## src/rtl/multicycle_seq.sv

```systemverilog
//------------------------------------------------------------------------------
// Module      : multicycle_seq
// Description : Multi-cycle FETCH/DECODE/EXEC/MEM/WB sequencer for the ARM core.
//               It drives the shared memory port and gates the decoder's write strobes.
//               Optional macro SEQ_MEM_TIMEOUT_EN adds the memory-wait timeout fault.
// Revision    : 1.0 - initial release
//------------------------------------------------------------------------------
`default_nettype none

module multicycle_seq #(
    parameter int MEM_TIMEOUT = 16,
    parameter int CNT_W       = 32
) (
    input  logic             clk,
    input  logic             rst,
    input  logic             mem_ack,
    input  logic             cond_pass,
    input  logic             datapr,
    input  logic             ldstr,
    input  logic             l_bit,
    input  logic             regwrite_dec,
    input  logic             flagupdate_dec,
    input  logic             wb_base,
    output logic             mem_req,
    output logic             mem_ifetch,
    output logic             mem_we,
    output logic             ir_we,
    output logic             pc_we,
    output logic             reg_we,
    output logic             reg_we_base,
    output logic             flag_we,
    output logic             retire,
    output logic [CNT_W-1:0] instret,
    output logic [2:0]       state,
    output logic             fault
);

    typedef enum logic [2:0] {
        S_FETCH  = 3'd0,
        S_DECODE = 3'd1,
        S_EXEC   = 3'd2,
        S_MEM    = 3'd3,
        S_WB     = 3'd4,
        S_FAULT  = 3'd5
    } state_t;

    state_t           r_state;
    state_t           w_next;
    logic [CNT_W-1:0] r_instret;

    if (MEM_TIMEOUT < 1 || MEM_TIMEOUT > 255) begin : g_mem_timeout_range
        $error("multicycle_seq: MEM_TIMEOUT must be within 1..255");
    end

`ifdef SEQ_MEM_TIMEOUT_EN
    localparam logic [7:0] c_timeout_last = 8'(MEM_TIMEOUT - 1);

    logic [7:0] r_wait_cnt;
    logic       r_fault;
    logic       w_timeout_hit;

    // The edge that would push the count to MEM_TIMEOUT is the faulting edge.
    assign w_timeout_hit = (r_wait_cnt == c_timeout_last);
`endif

    always_ff @(posedge clk) begin
        if (rst) begin
            r_state   <= S_FETCH;
            r_instret <= '0;
        end else begin
            r_state <= w_next;
            if (retire) begin
                r_instret <= r_instret + CNT_W'(1);
            end
        end
    end

`ifdef SEQ_MEM_TIMEOUT_EN
    always_ff @(posedge clk) begin
        if (rst) begin
            r_wait_cnt <= '0;
            r_fault    <= 1'b0;
        end else begin
            if (w_next != r_state) begin
                r_wait_cnt <= '0;
            end else if ((r_state == S_FETCH || r_state == S_MEM) && !mem_ack) begin
                r_wait_cnt <= r_wait_cnt + 8'd1;
            end
            if (w_next == S_FAULT) begin
                r_fault <= 1'b1;
            end
        end
    end

    assign fault = r_fault;
`else
    assign fault = 1'b0;
`endif

    always_comb begin
        w_next      = r_state;
        mem_req     = 1'b0;
        mem_ifetch  = 1'b0;
        mem_we      = 1'b0;
        ir_we       = 1'b0;
        pc_we       = 1'b0;
        reg_we      = 1'b0;
        reg_we_base = 1'b0;
        flag_we     = 1'b0;
        retire      = 1'b0;

        case (r_state)
            S_FETCH: begin
                mem_req    = 1'b1;
                mem_ifetch = 1'b1;
                if (mem_ack) begin
                    ir_we  = 1'b1;
                    pc_we  = 1'b1;
                    w_next = S_DECODE;
                end
`ifdef SEQ_MEM_TIMEOUT_EN
                else if (w_timeout_hit) begin
                    w_next = S_FAULT;
                end
`endif
            end
            S_DECODE: begin
                w_next = S_EXEC;
            end
            S_EXEC: begin
                // Load/store wins over data-processing on an illegal dual decode.
                if (cond_pass && ldstr) begin
                    w_next = S_MEM;
                end else begin
                    if (cond_pass && datapr) begin
                        reg_we  = regwrite_dec;
                        flag_we = flagupdate_dec;
                    end
                    retire = 1'b1;
                    w_next = S_FETCH;
                end
            end
            S_MEM: begin
                mem_req = 1'b1;
                mem_we  = ~l_bit;
                if (mem_ack) begin
                    if (l_bit) begin
                        w_next = S_WB;
                    end else begin
                        reg_we_base = wb_base;
                        retire      = 1'b1;
                        w_next      = S_FETCH;
                    end
                end
`ifdef SEQ_MEM_TIMEOUT_EN
                else if (w_timeout_hit) begin
                    w_next = S_FAULT;
                end
`endif
            end
            S_WB: begin
                reg_we      = 1'b1;
                reg_we_base = wb_base;
                retire      = 1'b1;
                w_next      = S_FETCH;
            end
            S_FAULT: begin
`ifdef SEQ_MEM_TIMEOUT_EN
                w_next = S_FAULT;
`else
                w_next = S_FETCH;
`endif
            end
            default: begin
                w_next = S_FETCH;
            end
        endcase

        // Reset abandons any access in flight and silences every strobe.
        if (rst) begin
            mem_req     = 1'b0;
            mem_ifetch  = 1'b0;
            mem_we      = 1'b0;
            ir_we       = 1'b0;
            pc_we       = 1'b0;
            reg_we      = 1'b0;
            reg_we_base = 1'b0;
            flag_we     = 1'b0;
            retire      = 1'b0;
        end
    end

    assign instret = r_instret;
    assign state   = r_state;

endmodule

`default_nettype wire

```

## config.mk

```make
export PLATFORM = sky130hd
export DESIGN_NAME = multicycle_seq
export DESIGN_NICKNAME = d
export VERILOG_FILES = /design/src/rtl/multicycle_seq.sv
export SDC_FILE = /design/constraint.sdc
export NUM_CORES = 1
export LEC_CHECK = 0
export ABC_AREA = 1
export BUFFER_PORTS_ARGS = -buffer_cell sky130_fd_sc_hd__buf_2
export CORE_ASPECT_RATIO = 0.5
export CORE_MARGIN = 2
export CORE_UTILIZATION = 35
export DETAILED_ROUTE_END_ITERATION = 10
export PLACE_DENSITY = 0.59
export RECOVER_POWER = 25
export SKIP_CTS_REPAIR_TIMING = 1
export SYNTH_ARGS = -nofsm -noshare
export SYNTH_HDL_FRONTEND = slang
export SYNTH_SLANG_ARGS = --single-unit
```

## constraint.sdc

```tcl
create_clock -name clk -period 2.6 [get_ports clk]
set_input_delay 0.52 -clock clk [delete_from_list [all_inputs] [get_ports clk]]
set_output_delay 0.52 -clock clk [all_outputs]
set_load 0.02 [all_outputs]
```

==> results by group <==
Yosys
  – EDFF count, synth: 0
  – Synthesized-area fraction occupied by adder cells: 0.613%
  – Yosys Warn Count: 0
  – Largest area contributor in the netlist: dfxtp_1
  – Yosys reg bits: 35
  – Most common cell in the netlist: nand2_1
  – Main combinational cell family by area after synthesis: simple AND/OR/NAND/NOR gates
  – Ys flop type: dfxtp_1
  – Compound-Gate Fraction of Synth Area: 7.97%
  – Register area share after synthesis: 34.3%
  – Top cell type's share of synthesized area: 34.3%
  – Post-synthesis mux area share: 0%
  – Synth top area cells: dfxtp_1 (34%), nand2_1 (16%), nor2_1 (13%)
  – Post-synth ARST share: 0%
  – Simple-Gate Fraction of Synth Area: 44.0%
  – Syn_nets: 342
  – XOR/XNOR Fraction of Synth Area: 2.15%
  – Cell variety after synth: 29
  – Most frequent cells after synthesis: nand2_1 (86), nor2_1 (68), inv_1 (40)
  – Mapped cell area: 2040 sq um
  – Syn Inst Count: 331
  – Syn_area_per_cell: 6.17 sq um

Power and ir drop
  – VDD IR max: 239 uV
  – Pwr Density: 502 nW/um^2
  – Leak: 1.04 nW

Setup path
  – Crit path arrival time: 1540 ps
  – Critical path type: reg -> out
  – Worst-path maximum fanout: 6
  – CP top delay family: simple AND/OR/NAND/NOR gates
  – Crit path capture type: primary output
  – Reg2Reg Depth: 10
  – Worst path cell trace: nand2_2, nor2_4, nand2_2, nand3_1, nand2_1, inv_2, buf_2
  – Worst EP required: 2080 ps
  – Slowest-stage cell, CP: dfxtp_1
  – Critical Path Source Type: flip-flop
  – Crit-path most repeated cell: nand2_2
  – Cell count along the critical path: 7
  – Flop2flop setup slack: 860 ps
  – CP max stage delay: 410 ps
  – CP bufs+invs: 2

STA
  – # setup viols final: 0
  – Setup ws final: 536 ps
  – Max Slew Vio Count: 0
  – Tmin final: 2060 ps
  – Fin. Hold Viols: 0
  – Fin crit share: 79.4%
  – Setup TNS: 0 ps
  – Max Fclk: 484 MHz
  – RSZ-0062 raised after global routing: no
  – Skew final: 5.42 ps

Floorplan
  – # rows: 19
  – Core box area: 5560 sq um
  – I/O Pins: 55
  – Initial Utilization: 36.7%
  – Die W: 112 um
  – DIE AREA: 6490 sq um
  – Die Y: 58.0 um

Place
  – Gpl congestion: 0.826
  – DP HPWL: 4020 um
  – Dpl ws: 655 ps
  – Port Buf Inserts: 53
  – Placed cells: 451
  – Dpl cell area: 2360 sq um

Routing
  – M1 WL: 2600 um
  – Initial DRC count: 90
  – WL final: 5210 um
  – DR vias: 2143
  – Max layer used: met4
  – Antenna Violating Nets Remaining: 0
  – Vias per cell: 4.67
  – First-pass detailed-route iteration total: 4
  – DRC viols: 0
  – DR WL met3: 281 um
  – WL per Instance: 11.3 um
  – DR WL met2: 2270 um

Global route
  – Pin count of the biggest net entering global routing: 29
  – Initial antenna violation count: 0
  – Vias in the first global route: 1985
  – Global route overflow: 0
  – Total track usage: 16.9%
  – Global-route wire length before repair: 8940 um

Clocking
  – CTS Buf Count: 5
  – CTS Root Cell: clkbuf_16
  – CTS tree: done
  – CTS Sinks: 35
  – H-tree levels: 2
  – Clock Path Buffers: 2
  – Worst skew pair latency: 280 ps
  – CTS clock-pin slew for the worst setup and hold paths: 50 ps

Cells and area
  – Share of cells above drive strength 1: 16.3%
  – Area Growth Syn to Fin: 21.3%
  – Nets: 396
  – Diode count: 0
  – Final core area utilization: 44.5%
  – Fin area: 2470 sq um
  – # fillers: 631
  – Non-filler cells, final: 459

Worst hold path
  – Worst hold path type: in -> reg
  – Hold path depth: 3

Outcome
  – Outcome: complete, no violations

Job
  – MaxCap Viol Count: 0
-- area by class of cell --
type	count	area, sq um	area share, %
multi-input combinational	244	1110	45.0
sequential	35	701	28.3
timing repair buffer	56	270	10.9
inverter	43	161	6.52
clock buffer	7	133	5.36
tap	73	91.3	3.69
clock inverter	1	5.00	0.202
-- layout by cell type, fill, tap and decap left out, types with 5 or more instances in the layout --
cell type and count:
a21oi_1 19, buf_2 39, clkbuf_1 16, clkbuf_16 5, dfxtp_1 35, inv_1 40, nand2_1 87, nand2_2 5
nand3_1 17, nand4_1 9, nor2_1 68, nor3_1 10, o21ai_0 6
-- tightest hold or removal path, stage by stage --
cell and delay, ps:
buf_2 110, nand2_1 60, nor2_1 30
-- routing by layer --
metal,track usage (%),vias to the layer above
met1,21.6,955
met2,28.0,42
met4,6.45,0
met3,4.71,4
met5,0,-
li1,-,1142
-- final timing paths --
check / start / end
hold reg to reg: instret[10] / instret[10]
setup reg to reg: instret[0] / instret[20]
setup / recovery: state[1] / retire
hold / removal: l_bit / state[2]
-- stage by stage --
step | total power [W] | hold WS (ps)
5_1_grt | 0.00130 | 499
4_1_cts | 0.00126 | 487
6_report | 0.00124 | 492
3_3_place_gp | 0.000685 | 488
2_1_floorplan | 0.000656 | 561
3_5_place_dp | 0.000688 | 495
-- power breakdown --
part           internal, W  switching (W)  total (W)
Sequential        0.000543     0.00000882   0.000552
Clock             0.000354       0.000214   0.000568
Combinational    0.0000377      0.0000846   0.000122
Total             0.000935       0.000307    0.00124
-- kinds of logic after synthesis --
group,Yosys count
AO/OA/AOI/OAI,31
XOR/XNOR,5
adder cells (fa/ha/maj),1
buffers and inverters,52
flip-flops,35
other,1
AND/OR/NAND/NOR,206
-- registers in the layout (all words and copies together) (netlist names) --
signal,cells
instret,32
state,3
No activity file was read; power rests on OpenSTA's default activity.
